## src/rtl/sw_ctrl_pkg.sv

```systemverilog
// Shared types and constants for the stopwatch button control stage.
// This package holds the run-state encoding, the default debounce length and the button slot indices.
package sw_ctrl_pkg;

  typedef enum logic [1:0] {
    IDLE    = 2'd0,
    RUNNING = 2'd1,
    PAUSED  = 2'd2
  } sw_state_t;

  localparam int DEBOUNCE_CYCLES_DEF = 10000;

  localparam int BTN_START = 0;
  localparam int BTN_STOP  = 1;
  localparam int BTN_CLEAR = 2;
  localparam int BTN_LAP   = 3;
  localparam int NUM_BTN   = 4;

endpackage

```

## src/rtl/sw_debounce.sv

```systemverilog
// This module brings one raw button into the clock domain and debounces it.
// It takes a 2-FF synchroniser and then a stable-run counter, and outputs the accepted level.
module sw_debounce #(
  parameter int DEBOUNCE_CYCLES = 10000,
  parameter int DB_CNT_W        = 16
) (
  input  logic clk,
  input  logic rst_n,
  input  logic i_btn,
  output logic o_db
);

  localparam logic [DB_CNT_W-1:0] CNT_LAST = DB_CNT_W'(DEBOUNCE_CYCLES - 1);

  logic                r_q1;
  logic                r_q2;
  logic                r_db;
  logic [DB_CNT_W-1:0] r_cnt;

  always_ff @(posedge clk or negedge rst_n) begin
    if (!rst_n) begin
      r_q1  <= 1'b0;
      r_q2  <= 1'b0;
      r_db  <= 1'b0;
      r_cnt <= '0;
    end else begin
      r_q1 <= i_btn;
      r_q2 <= r_q1;
      // The accepted level flips only after DEBOUNCE_CYCLES consecutive disagreeing samples.
      if (r_q2 != r_db) begin
        if (r_cnt == CNT_LAST) begin
          r_db  <= r_q2;
          r_cnt <= '0;
        end else begin
          r_cnt <= r_cnt + DB_CNT_W'(1);
        end
      end else begin
        r_cnt <= '0;
      end
    end
  end

  assign o_db = r_db;

endmodule

```

## src/rtl/sw_button_ctrl.sv

```systemverilog
// This module turns debounced stopwatch buttons into one-cycle press pulses.
// A run-state FSM uses those pulses to drive the start/stop levels, the clear pulse and the lap freeze.
module sw_button_ctrl
  import sw_ctrl_pkg::*;
#(
  parameter int DEBOUNCE_CYCLES = DEBOUNCE_CYCLES_DEF,
  parameter int DB_CNT_W        = 16
) (
  input  logic      clk,
  input  logic      rst_n,
  input  logic      ena,
  input  logic      btn_start,
  input  logic      btn_stop,
  input  logic      btn_clear,
  input  logic      btn_lap,
  output logic      start,
  output logic      stop,
  output logic      clear,
  output logic      lap_freeze,
  output logic      running,
  output sw_state_t dbg_state
);

  logic [NUM_BTN-1:0] w_btn_raw;
  logic [NUM_BTN-1:0] w_db;
  logic [NUM_BTN-1:0] r_db_q;
  logic [NUM_BTN-1:0] w_press;

  sw_state_t r_state;
  sw_state_t w_state_nxt;
  logic      r_lap_freeze;
  logic      w_lap_nxt;
  logic      r_clear;
  logic      w_clear_nxt;

  assign w_btn_raw[BTN_START] = btn_start;
  assign w_btn_raw[BTN_STOP]  = btn_stop;
  assign w_btn_raw[BTN_CLEAR] = btn_clear;
  assign w_btn_raw[BTN_LAP]   = btn_lap;

  generate
    for (genvar gi = 0; gi < NUM_BTN; gi++) begin : g_db
      sw_debounce #(
        .DEBOUNCE_CYCLES(DEBOUNCE_CYCLES),
        .DB_CNT_W       (DB_CNT_W)
      ) u_db (
        .clk  (clk),
        .rst_n(rst_n),
        .i_btn(w_btn_raw[gi]),
        .o_db (w_db[gi])
      );
    end
  endgenerate

  always_ff @(posedge clk or negedge rst_n) begin
    if (!rst_n) r_db_q <= '0;
    else        r_db_q <= w_db;
  end

  // Press pulses come from rising edges only. A press that rises while ena is low is gone for good.
  assign w_press = w_db & ~r_db_q & {NUM_BTN{ena}};

  // The highest-priority pulse present is the only candidate this cycle.
  // If that pulse has no meaning in the current state, nothing happens.
  always_comb begin
    w_state_nxt = r_state;
    w_lap_nxt   = r_lap_freeze;
    w_clear_nxt = 1'b0;
    if (w_press[BTN_STOP]) begin
      if (r_state == RUNNING) begin
        w_state_nxt = PAUSED;
        w_lap_nxt   = 1'b0;
      end
    end else if (w_press[BTN_START]) begin
      if (r_state == IDLE || r_state == PAUSED) w_state_nxt = RUNNING;
    end else if (w_press[BTN_CLEAR]) begin
      if (r_state == IDLE) begin
        w_clear_nxt = 1'b1;
      end else if (r_state == PAUSED) begin
        w_state_nxt = IDLE;
        w_clear_nxt = 1'b1;
      end
    end else if (w_press[BTN_LAP]) begin
      if (r_state == RUNNING)     w_lap_nxt = ~r_lap_freeze;
      else if (r_state == PAUSED) w_lap_nxt = 1'b0;
    end
  end

  always_ff @(posedge clk or negedge rst_n) begin
    if (!rst_n) begin
      r_state      <= IDLE;
      r_lap_freeze <= 1'b0;
      r_clear      <= 1'b0;
    end else begin
      r_state      <= w_state_nxt;
      r_lap_freeze <= w_lap_nxt;
      r_clear      <= w_clear_nxt;
    end
  end

  assign start      = (r_state == RUNNING);
  assign stop       = (r_state == PAUSED);
  assign running    = start;
  assign clear      = r_clear;
  assign lap_freeze = r_lap_freeze;
  assign dbg_state  = r_state;

endmodule

```

## config.mk

```make
export PLATFORM = sky130hd
export DESIGN_NAME = sw_button_ctrl
export DESIGN_NICKNAME = d
export VERILOG_FILES = /design/src/rtl/sw_ctrl_pkg.sv /design/src/rtl/sw_debounce.sv /design/src/rtl/sw_button_ctrl.sv
export SDC_FILE = /design/constraint.sdc
export NUM_CORES = 1
export LEC_CHECK = 0
export CAP_MARGIN = 20
export CORE_UTILIZATION = 63
export CTS_BUF_LIST = sky130_fd_sc_hd__clkbuf_4 sky130_fd_sc_hd__clkbuf_8
export DETAILED_ROUTE_END_ITERATION = 16
export MAX_ROUTING_LAYER = met4
export PLACE_DENSITY = 0.93
export SLEW_MARGIN = 20
export SYNTH_ARGS = -nofsm -noshare
export SYNTH_HDL_FRONTEND = slang
export SYNTH_HIERARCHICAL = 1
export SYNTH_SLANG_ARGS = --single-unit
```

## constraint.sdc

```tcl
create_clock -name clk -period 2.3 [get_ports clk]
set_input_delay 0.575 -clock clk [delete_from_list [all_inputs] [get_ports clk]]
set_output_delay 0.575 -clock clk [all_outputs]
set_load 0.05 [all_outputs]
```

# == After elaboration in Yosys (flattened, before gate mapping) ==
# Index checks and enable logic that the tools add are counted.
# classes
addsub,4
n_reduce_logical,11
n_bitwise,4
eq_ne,16
mux,27
# ops
op,n
16-bit 2-to-1 mux,8
16-bit by 1-bit adder with 16-bit output (second input constant),4
16-bit by 14-bit equality test with 1-bit output (second input constant),4
2-bit 2-to-1 mux,7
1-bit 2-to-1 mux,12
5-bit AND reduction,2
4-bit AND,2
2-bit AND reduction,4
3-bit nonzero test,2
5-bit != test (second input constant),1
1-bit != test,4
2-bit != test (second input constant),2
4-bit inverter,1
3-bit by 1-bit != test with 1-bit output (second input constant),1
3-bit != test (second input constant),1
2-bit by 1-bit equality test with 1-bit output (second input constant),1
2-bit equality test (second input constant),1
2-bit logical NOT,1
2-bit by 1-bit != test with 1-bit output (second input constant),1
2-bit nonzero test,1
1-bit logical OR,1
1-bit inverter,1
# totals
register_bits,84
wordCells,82
inputBits,7

# == Logic depth before layout (Yosys ltp) ==
# Gate-level depths: netlist (run 1).
# logic_depth
ltp_word,7
mapped_depth,6
mapped_depth_nobuf,6

# == Hierarchy ==
# The synthesis (run 1) kept the hierarchy.
# by_module_without_submodules
mod,seq_area_each_um2,instances,area_each_um2,cells_per_inst
sw_debounce,475.5,4,910.9,88
sw_button_ctrl,200.2,1,436.7,40

# == Least setup slack after synthesis (run 1) ==
# OpenSTA, ideal clock, no wires.
# synth_path
path_type,reg-to-output
start,register r_state[1] (netlist: dbg_state[1])
end,output port start
setup_slack_ns,0.153
t_arrival_ns,1.572
stages_incl_launch_ff,4
required_time_ns,1.725
cell_sequence,dfrtp_1 -> inv_1 -> ha_1 -> buf_4
# synth_between
elab_chain_cells,1
# synth_lines
element,line_no,source
"start, declared",sw_button_ctrl.sv:29,sw_state_t r_state;
"start signal, assigned",sw_button_ctrl.sv:95,r_state <= w_state_nxt;
2-bit by 1-bit equality test with 1-bit output,sw_button_ctrl.sv:101,assign start = (r_state == RUNNING);
"end, declared",sw_button_ctrl.sv:16,"output logic start,"
# No other way between the ends.

# == Worst setup path in the final report (run 1) ==
# layout_path
start,register r_lap_freeze (netlist: lap_freeze)
end,output port lap_freeze
# layout_rtl
element,line_no,source
"start, declared",sw_button_ctrl.sv:31,logic r_lap_freeze;
"start signal, assigned",sw_button_ctrl.sv:96,r_lap_freeze <= w_lap_nxt;
"end, declared",sw_button_ctrl.sv:19,"output logic lap_freeze,"
# No word-level cell between the ends.

==> metrics.sh, run 1 <==
OUTCOME='completed'
LAYOUT-DRIVE-GT1-SHARE=0.0950
SYNTHESIZED_AREA_PER_CELL_SQ_UM=10.4
PERIOD_NEEDED_NS=2.18
FINISH.INSTANCE_AREA_SQ_UM=4510
REQUIRED_NS=1.73
CLOCK_INSERTION_DELAY_WORST_SKEW_NS=0.35
FINALWORSTSETUPSLACK_NS=0.124
CORE_REGION_SQ_UM=6100
CTS_ROOT_BUF='sky130_fd_sc_hd__clkbuf_8'
FLOORPLAN.INITIALDENSITY=0.669
SYNTHESIS.AREA_SQ_UM=4080
FINISH.UTILIZATION=0.740
SYNTHTOPCELLSBYAREA='sky130_fd_sc_hd__dfrtp_1 (52%), sky130_fd_sc_hd__xnor2_1 (6.9%), sky130_fd_sc_hd__nor2_1 (6.0%)'
CP_SLOWEST_CELL='sky130_fd_sc_hd__clkdlybuf4s50_1'
WORST_PIN_SLEW_NS=0.543
CTSRESIZECOUNT=0
PLACED_CELLS_INCL_TAPS=481
SYNTH-SEQ-CELLS=84
SYNTH_SEQ_AREA_SHARE=0.515
CRITICAL_PATH.MAX_STAGE_DELAY_NS=0.86
CTS_BUFFER_DEPTH=2
GP_CONGESTION=0.914
ROUTED_WIRE_LENGTH_PER_INSTANCE_MICRONS=15.9
VIAS_IN_THE_FIRST_GLOBAL_ROUTE=3040
PLACEMENT.IO_BUFFERS=13
DIEHEIGHT_MICRONS=82.5
POWER-PER-CELL-AREA_nW_PER_UM2=606
RSZ0062_AT_GRT='no'
POST_CTS_HOLD_BUFFER_COUNT=0
CLK_PIN_SLEW_WORST_PATHS_NS=0.08
GRT_PASS1_WL_MICRONS=13600
SETUP-VIOLATIONS-FINAL=0
NETLIST.AREA_LEADER.SHARE=0.515
NUMBER_OF_INSERTED_DIODES=0
WORST-ENDPOINT-ARRIVAL_NS=1.60
NETLIST.TOP_CELL.BY_AREA='sky130_fd_sc_hd__dfrtp_1'
POST_SYNTH_INST_COUNT=392
SYNTH_ASYNC_SR_FLOP_SHARE=1.00
GLOBALROUTETOTALUTIL=0.281
TIMING.FINAL.MAX_SLEW_VIOLATIONS=0
MIN_PATH_TYPE='in -> async'
ANTENNA_VIOLATING_NETS_POST_ROUTE=0
FINAL-HOLD-VIOLATION-COUNT=0
POSTPLACECELLAREA_SQ_UM=4300
FIN_SETUP_TNS_NS=0
POSTCTSSETUPBUFFERS=0
AREAGROWTHSYNTHTOFINISH_PCT=10.5
POWER_LEAKAGE_nW=1.91
CTSHTREEMAXLEVEL=3
DRT_PRE_ANTENNA_ITERS=5
SYNTH_TOP_FLOP_CELL='sky130_fd_sc_hd__dfrtp_1'
NUMBER_OF_DISTINCT_STANDARD_CELLS_REFERENCED_BY_THE_SYNTHESIZED_NETLIST=37
FIN_CELLS=496
SYN-NUM-NETS=406
MAXIMUM_NUMBER_OF_PINS_ON_ONE_NET_BEFORE_GLOBAL_ROUTE_REPAIR=66
FLOORPLAN.IO_PINS=14
MIN_PERIOD_OVER_PERIOD=0.946
VIAS=3019
VIASPERCELL=6.09
PLACEMENT_ROWS=28
SYNTH_COMMON_CELLS='sky130_fd_sc_hd__dfrtp_1 (84), sky130_fd_sc_hd__nor2_1 (65), sky130_fd_sc_hd__xnor2_1 (32), sky130_fd_sc_hd__nor4_1 (24), sky130_fd_sc_hd__nand3_1 (21)'
CLOCK_TREE_SINKS=84
CRITICAL_PATH_CLASS='reg -> out'
GRT_REMAINING_OVERFLOW=0
NFILLCELLS=418
CP_TOP_DELAY_FAMILY='buffers and inverters'
CRITICAL_PATH_START_TYPE='flop'
DIE_WIDTH_MICRONS=82.5
SYNTH_WARNINGS=6
GRT_ANTENNA_BEFORE_REPAIR=0
FINAL_NETS=431
NUMCTSBUFFERS=9
DESIGN.DIE.AREA_SQ_UM=6800
DRT_FIRST_ITER_VIOLATIONS=227
WORST_SLEW_MARGIN_RELATIVE_TO_ITS_LIMIT=0.637
CP-END-KIND='primary output'
CRIT_PATH_CELL_TRACE='clkdlybuf4s50_1'
PLACED_WIRE_LENGTH_ESTIMATE_MICRONS=5210
FINALCLOCKSKEW_NS=0.00383
WORST_SUPPLY_VOLTAGE_DROP_ON_VDD_V=0.000382
CP.BUFFERS_INVERTERS=1
MAX_FREQ_GHz=0.460
SYNTH_ENABLE_FLOP_CELLS=0
PRE_CTS_SLACK_NS=0.395
CRIT_PATH_MAX_FANOUT=4
CTS_TREE='yes'
DRT_TOTAL_WL_MICRONS=7880
DRCVIOLATIONCOUNT=0
SYNTH.MOST_COMMON_CELL='sky130_fd_sc_hd__dfrtp_1'
CAP_VIOL_MAX_COUNT=0
-- state kept, by name (all words and copies together), names as in the netlist --
register         cells
r_db_q               4
g_db.u_db/r_q1       4
clear                1
g_db.u_db/o_db       4
lap_freeze           1
dbg_state            2
g_db.u_db/r_cnt     64
g_db.u_db/r_q2       4
-- layout by cell type (no fill, tap or decap), types with 2 or more instances in the layout --
cell type	instances
sky130_fd_sc_hd__nor3_1	4
sky130_fd_sc_hd__nand4_1	12
sky130_fd_sc_hd__nand3_1	21
sky130_fd_sc_hd__dfrtp_1	84
sky130_fd_sc_hd__inv_1	19
sky130_fd_sc_hd__o31ai_1	5
sky130_fd_sc_hd__nand2_1	16
sky130_fd_sc_hd__or4_1	4
sky130_fd_sc_hd__or3_1	12
sky130_fd_sc_hd__xor2_1	16
sky130_fd_sc_hd__a21oi_1	13
sky130_fd_sc_hd__buf_4	9
sky130_fd_sc_hd__nand3b_1	6
sky130_fd_sc_hd__clkdlybuf4s50_1	9
sky130_fd_sc_hd__and2_1	4
sky130_fd_sc_hd__o21ai_0	8
sky130_fd_sc_hd__nor2b_1	3
sky130_fd_sc_hd__clkbuf_4	2
sky130_fd_sc_hd__nor2_1	65
sky130_fd_sc_hd__nor4_1	24
sky130_fd_sc_hd__clkbuf_8	12
sky130_fd_sc_hd__and3_1	5
sky130_fd_sc_hd__ha_1	7
sky130_fd_sc_hd__nand3_2	4
sky130_fd_sc_hd__xnor2_1	32
sky130_fd_sc_hd__o41ai_4	4
sky130_fd_sc_hd__or2_1	4
sky130_fd_sc_hd__mux2_2	4
-- cells by family (layout without fill, tap and decap cells) --
| group | after synthesis | count (layout) | share of synthesized area |
|---|---|---|---|
| buf+inv | 24 | 53 | 0.0304 |
| simple gates | 186 | 186 | 0.237 |
| flops | 84 | 84 | 0.515 |
| mux | 4 | 4 | 0.0110 |
| xor+xnor | 48 | 48 | 0.103 |
| fa+ha+maj | 7 | 7 | 0.0215 |
| compound gates | 39 | 39 | 0.0819 |
-- power by group --
group	switching (mW)	internal (mW)
Sequential	0.0211	1.50
Combinational	0.0751	0.0438
Clock	0.481	0.610
Total	0.577	2.15
-- cell type report --
type	count	area [sq um]	area share
Sequential cell	84	2100	0.466
Multi-Input combinational cell	284	1850	0.411
Clock buffer	14	180	0.0400
Timing Repair Buffer	19	178	0.0394
Tap cell	75	93.8	0.0208
Inverter	19	71.3	0.0158
Clock inverter	1	30.0	0.00666
-- layer usage --
layer	routed length, microns	global-route usage	up-vias
li1	-	-	1424
met4	337	0.174	0
met3	388	0.0659	37
met1	3470	0.342	1457
met5	0	-	-
met2	3690	0.423	101
-- path summary, 6_finish.rpt --
check                                      start                endpoint  slack [ns]  cells after the start
setup / recovery                      lap_freeze              lap_freeze        0.12                      1
hold / removal                             rst_n  g_db[2].u_db/r_cnt[13]        0.09                      1
setup reg to reg           g_db[1].u_db/r_cnt[6]  g_db[1].u_db/r_cnt[12]        0.31                      5
hold reg to reg                g_db[3].u_db/r_q1       g_db[3].u_db/r_q2        0.35                      0
max in group asynchronous                  rst_n  g_db[0].u_db/r_cnt[14]        1.61                      2
min in group clk               g_db[3].u_db/r_q1       g_db[3].u_db/r_q2        0.35                      0
-- stage by stage --
| stage | hold slack [ns] | total power, mW |
|---|---|---|
| 3_3_place_gp | 0.332 | 1.66 |
| 6_report | 0.0909 | 2.73 |
| 3_5_place_dp | 0.335 | 1.67 |
| 2_1_floorplan | 0.279 | 1.61 |
| 5_1_grt | 0.0942 | 2.83 |
| 4_1_cts | 0.0883 | 2.75 |
No activity file was read; power rests on OpenSTA's default activity.
==> run 2, diff against run 1 <==
--- a/config.mk
+++ b/config.mk
@@ -6,8 +6,10 @@
 export NUM_CORES = 1
 export LEC_CHECK = 0
 export CAP_MARGIN = 20
+export CORE_MARGIN = 2
 export CORE_UTILIZATION = 63
 export CTS_BUF_LIST = sky130_fd_sc_hd__clkbuf_4 sky130_fd_sc_hd__clkbuf_8
+export CTS_CLUSTER_DIAMETER = 150
 export DETAILED_ROUTE_END_ITERATION = 16
 export MAX_ROUTING_LAYER = met4
 export PLACE_DENSITY = 0.93
==> run 2 against run 1 <==
Sequential power barely moved. Cell area down 0.28%. Register-to-register slack gained 0.08 ns. Worst setup slack worse by 0.013 ns. Power decreased by 2.2%. Clock skew grew 0.0072 ns. Maximum frequency down 0.60%. Core utilization fell by 2.7 points. Count of clock-buffer cells in the layout down 3. Sequential share of layout area increased by 0.13 points. Critical endpoint unchanged. Largest power group unchanged.
==> metrics.sh, run 2 (same netlist as run 1, synthesis figures left out) <==
FLOORPLAN.INITIALDENSITY=0.646
FF2FF_SETUP_SLACK_NS=0.39
CP.BUFFERS_INVERTERS=1
WORST-R2R-CELL-COUNT=5
FLOORPLAN.IO_PINS=14
GLOBALROUTETOTALUTIL=0.244
NUMBER_OF_INSERTED_DIODES=0
NUMCTSBUFFERS=9
CP-END-KIND='primary output'
AREAGROWTHSYNTHTOFINISH_PCT=10.2
PLACEMENT.IO_BUFFERS=13
GRT_PASS1_WL_MICRONS=13300
WORST_SLEW_MARGIN_RELATIVE_TO_ITS_LIMIT=0.651
PERIOD_NEEDED_NS=2.19
ROUTED_WIRE_LENGTH_PER_INSTANCE_MICRONS=15.3
RSZ0062_AT_GRT='no'
FINISH.INSTANCE_AREA_SQ_UM=4500
HOLD_SLACK_NS=0.0480
DIEHEIGHT_MICRONS=84.5
POWER-PER-CELL-AREA_nW_PER_UM2=594
FINALWORSTSETUPSLACK_NS=0.111
VIAS=2957
MAX_FREQ_GHz=0.457
CLOCK_INSERTION_DELAY_WORST_SKEW_NS=0.36
VIAS_IN_THE_FIRST_GLOBAL_ROUTE=3008
CP_SLOWEST_CELL='sky130_fd_sc_hd__clkdlybuf4s50_1'
MAXIMUM_NUMBER_OF_PINS_ON_ONE_NET_BEFORE_GLOBAL_ROUTE_REPAIR=45
PLACED_WIRE_LENGTH_ESTIMATE_MICRONS=5330
FINAL-HOLD-VIOLATION-COUNT=0
PLACEMENT_ROWS=29
CRITICAL_PATH_START_TYPE='flop'
DRT_FIRST_ITER_VIOLATIONS=154
GRT_REMAINING_OVERFLOW=0
POSTPLACECELLAREA_SQ_UM=4300
DIE_WIDTH_MICRONS=84.5
WORST_PIN_SLEW_NS=0.521
CLK_PIN_SLEW_WORST_PATHS_NS=0.08
CTS_ROOT_BUF='sky130_fd_sc_hd__clkbuf_8'
CTS_BUFFER_DEPTH=2
REQUIRED_NS=1.73
MIN_PERIOD_OVER_PERIOD=0.952
SETUP.WORST_PATH.START='lap_freeze'
CTS_TREE='yes'
POST_CTS_HOLD_BUFFER_COUNT=0
LARGEST_REG_FLOPS=64
WORST-ENDPOINT-ARRIVAL_NS=1.61
FINALCLOCKSKEW_NS=0.0110
CP_TOP_DELAY_FAMILY='buffers and inverters'
CRITICAL_PATH.MAX_STAGE_DELAY_NS=0.85
WP_DEPTH=1
PRE_CTS_SLACK_NS=0.407
DRT_PRE_ANTENNA_ITERS=4
ANTENNA_VIOLATING_NETS_POST_ROUTE=0
CORE_REGION_SQ_UM=6310
TIMING.FINAL.MAX_SLEW_VIOLATIONS=0
FINISH.UTILIZATION=0.712
GP_CONGESTION=0.940
POWER_LEAKAGE_nW=1.89
DRT_TOTAL_WL_MICRONS=7630
LARGEST_REGISTER_BY_FLOP_COUNT='g_db.u_db/r_cnt'
CLOCK_TREE_SINKS=84
CRIT_PATH_CELL_TRACE='clkdlybuf4s50_1'
DRCVIOLATIONCOUNT=0
TIMING.RR.START='g_db[1].u_db/r_cnt[6]'
WORST_SUPPLY_VOLTAGE_DROP_ON_VDD_V=0.000420
FIN_SETUP_TNS_NS=0
CRIT_PATH_MAX_FANOUT=4
TIMING.RR.END='g_db[1].u_db/r_cnt[3]'
CTSRESIZECOUNT=0
MIN_PATH_TYPE='in -> async'
CRITICAL_PATH_CLASS='reg -> out'
LAYOUT_COMMON_CELLS='sky130_fd_sc_hd__dfrtp_1 (84), sky130_fd_sc_hd__nor2_1 (65), sky130_fd_sc_hd__xnor2_1 (32)'
GRT_ANTENNA_BEFORE_REPAIR=0
CAP_VIOL_MAX_COUNT=0
OUTCOME='completed'
POSTCTSSETUPBUFFERS=0
LAYOUT-DRIVE-GT1-SHARE=0.0950
SETUP-VIOLATIONS-FINAL=0
LAYOUT_COMMONEST_CELL='sky130_fd_sc_hd__dfrtp_1'
CTSHTREEMAXLEVEL=3
DESIGN.DIE.AREA_SQ_UM=7140
VIASPERCELL=5.94
FINAL_NETS=431
run 2: cell types whose count changed in the layout (fill, tap and decap cells not counted), sizes merged:
| cell | before | now |
|---|---|---|
| clkinvlp | 0 | 2 |
| clkbuf | 14 | 11 |
| clkinv | 0 | 1 |
run 2: per-layer routing:
| metal | wire length (microns) | global-route usage | vias up |
|---|---|---|---|
| met4 | 187 | 0.118 | 0 |
| li1 | - | - | 1429 |
| met2 | 3710 | 0.375 | 72 |
| met3 | 337 | 0.0639 | 19 |
| met1 | 3390 | 0.304 | 1437 |
| met5 | 0 | - | - |
run 2: power by group:
part | switching [mW] | leakage (nW) | internal [mW]
Sequential | 0.0205 | 1.13 | 1.50
Combinational | 0.0755 | 0.663 | 0.0437
Clock | 0.496 | 0.0948 | 0.535
Total | 0.592 | 1.89 | 2.08
run 2: worst max path at each step:
stage,to,slack [ns]
after detailed placement,lap_freeze,0.41
after floorplan,start,0.15
after global placement,dbg_state[1],0.47
final,lap_freeze,0.11
after global routing,lap_freeze,0.06
after CTS,lap_freeze,0.1
run 2: layout make-up:
type | instances | area [sq um]
timing repair buffer | 19 | 178
clock buffer | 11 | 145
multi-input combinational | 284 | 1850
fill | 441 | 1820
inverter | 19 | 71.3
tap | 77 | 96.3
clock inverter | 4 | 50.0
sequential | 84 | 2100
run 2: metrics by stage:
stage | power [mW] | cells
finish | 2.67 | 498
global route | 2.78 | 498
CTS | 2.70 | 498
detailed placement | 1.67 | 483
global placement | 1.66 | 483
floorplan | 1.61 | 392
==> run 3, diff against run 2 <==
--- a/config.mk
+++ b/config.mk
@@ -11,7 +11,6 @@
 export CTS_BUF_LIST = sky130_fd_sc_hd__clkbuf_4 sky130_fd_sc_hd__clkbuf_8
 export CTS_CLUSTER_DIAMETER = 150
 export DETAILED_ROUTE_END_ITERATION = 16
-export MAX_ROUTING_LAYER = met4
 export PLACE_DENSITY = 0.93
 export SLEW_MARGIN = 20
 export SYNTH_ARGS = -nofsm -noshare
==> run 3 against run 2 <==
Global-route usage decreased by 0.78 points. Hold slack improved by 0.0014 ns. Sequential power about the same. Combinational power about the same. Flip-flop and latch count unchanged. Die area unchanged.
==> metrics.sh, run 3 (same netlist as run 1, synthesis figures left out) <==
OUTCOME='completed'
FINAL_NETS=431
NUMBER_OF_INSERTED_DIODES=0
GRT_ANTENNA_BEFORE_REPAIR=0
FLOORPLAN.IO_PINS=14
ANTENNA_VIOLATING_NETS_POST_ROUTE=0
PLACED_WIRE_LENGTH_ESTIMATE_MICRONS=5330
GLOBALROUTETOTALUTIL=0.237
CP.BUFFERS_INVERTERS=1
DIEHEIGHT_MICRONS=84.5
GRT_PASS1_WL_MICRONS=13300
FLOORPLAN.INITIALDENSITY=0.646
CTS_ROOT_BUF='sky130_fd_sc_hd__clkbuf_8'
VIAS_IN_THE_FIRST_GLOBAL_ROUTE=3005
POSTCTSSETUPBUFFERS=0
CTS_BUFFER_DEPTH=2
AREAGROWTHSYNTHTOFINISH_PCT=10.2
PLACEMENT_ROWS=29
DRT_TOTAL_WL_MICRONS=7650
MAX_FREQ_GHz=0.457
VIAS=2920
NUMCTSBUFFERS=9
FIN_SETUP_TNS_NS=0
CRIT_PATH_MAX_FANOUT=4
CORE_REGION_SQ_UM=6310
WORST_PIN_SLEW_NS=0.521
ROUTED_WIRE_LENGTH_PER_INSTANCE_MICRONS=15.4
PRE_CTS_SLACK_NS=0.407
CP_SLOWEST_CELL='sky130_fd_sc_hd__clkdlybuf4s50_1'
SETUP-VIOLATIONS-FINAL=0
POSTPLACECELLAREA_SQ_UM=4300
FINAL-HOLD-VIOLATION-COUNT=0
LARGEST_REG_FLOPS=64
WORST-ENDPOINT-ARRIVAL_NS=1.61
POWER_LEAKAGE_nW=1.89
CLOCK_TREE_SINKS=84
REQUIRED_NS=1.73
DRT_FIRST_ITER_VIOLATIONS=145
CTSHTREEMAXLEVEL=3
DIE_WIDTH_MICRONS=84.5
CP_TOP_DELAY_FAMILY='buffers and inverters'
CRITICAL_PATH_START_TYPE='flop'
RSZ0062_AT_GRT='no'
CTSRESIZECOUNT=0
CTS_TREE='yes'
CRITICAL_PATH_CLASS='reg -> out'
WORST_SUPPLY_VOLTAGE_DROP_ON_VDD_V=0.000420
MAXIMUM_NUMBER_OF_PINS_ON_ONE_NET_BEFORE_GLOBAL_ROUTE_REPAIR=45
FINISH.INSTANCE_AREA_SQ_UM=4500
DESIGN.DIE.AREA_SQ_UM=7140
FINALCLOCKSKEW_NS=0.0110
TIMING.FINAL.MAX_SLEW_VIOLATIONS=0
DRT_PRE_ANTENNA_ITERS=4
PLACEMENT.IO_BUFFERS=13
LARGEST_REGISTER_BY_FLOP_COUNT='g_db.u_db/r_cnt'
PERIOD_NEEDED_NS=2.19
CAP_VIOL_MAX_COUNT=0
CRITICAL_PATH.MAX_STAGE_DELAY_NS=0.85
CLOCK_INSERTION_DELAY_WORST_SKEW_NS=0.36
VIASPERCELL=5.86
CP-END-KIND='primary output'
LAYOUT_COMMONEST_CELL='sky130_fd_sc_hd__dfrtp_1'
LAYOUT_COMMON_CELLS='sky130_fd_sc_hd__dfrtp_1 (84), sky130_fd_sc_hd__nor2_1 (65), sky130_fd_sc_hd__xnor2_1 (32)'
MIN_PATH_TYPE='in -> async'
GRT_REMAINING_OVERFLOW=0
POWER-PER-CELL-AREA_nW_PER_UM2=594
TOTALPOWERFINAL_mW=2.67
CRIT_PATH_CELL_TRACE='clkdlybuf4s50_1'
LAYOUT-DRIVE-GT1-SHARE=0.0950
GP_CONGESTION=0.924
POST_CTS_HOLD_BUFFER_COUNT=0
MIN_PERIOD_OVER_PERIOD=0.951
WORST_SLEW_MARGIN_RELATIVE_TO_ITS_LIMIT=0.651
CLK_PIN_SLEW_WORST_PATHS_NS=0.08
DRCVIOLATIONCOUNT=0
FINALWORSTSETUPSLACK_NS=0.112
## run 3: cell counts in the layout (fill, tap and decap cells not counted)
No cell type changed its count.
## run 3: area by class of cell
type / count / area [sq um]
clock inverter: 4 / 50.0
clock buffer: 11 / 145
fill: 441 / 1820
tap: 77 / 96.3
multi-input combinational: 284 / 1850
sequential: 84 / 2100
timing repair buffer: 19 / 178
inverter: 19 / 71.3
## run 3: worst paths after layout
check | from | end | slack, ns | depth (start not counted)
setup / recovery | lap_freeze | lap_freeze | 0.11 | 1
hold / removal | rst_n | g_db[2].u_db/r_cnt[8] | 0.05 | 1
setup reg to reg | g_db[1].u_db/r_cnt[6] | g_db[1].u_db/r_cnt[2] | 0.38 | 5
hold reg to reg | g_db[3].u_db/r_q1 | g_db[3].u_db/r_q2 | 0.35 | 0
max in group asynchronous | rst_n | g_db[0].u_db/r_cnt[2] | 1.64 | 2
min in group clk | g_db[3].u_db/r_q1 | g_db[3].u_db/r_q2 | 0.35 | 0
## run 3: per-stage QoR
| stage | cells | hold slack, ns | util |
|---|---|---|---|
| 2_1_floorplan | 392 | 0.279 | - |
| 3_3_place_gp | 483 | 0.332 | 0.681 |
| 3_5_place_dp | 483 | 0.335 | 0.681 |
| 4_1_cts | 498 | 0.0329 | 0.712 |
| 5_1_grt | 498 | 0.0335 | 0.712 |
| 6_report | 498 | 0.0494 | 0.712 |
## run 3: report_power, final
part	switching [mW]	leakage, nW	internal [mW]
Combinational	0.0753	0.663	0.0437
Sequential	0.0206	1.13	1.50
Clock	0.495	0.0948	0.535
Total	0.591	1.89	2.08
## run 3: per-layer routing
metal,vias up,global-route usage,part of all wire
met5,-,0,0
met4,0,0.118,0.022
met3,17,0.0639,0.045
met2,66,0.376,0.49
met1,1410,0.302,0.45
li1,1427,-,-
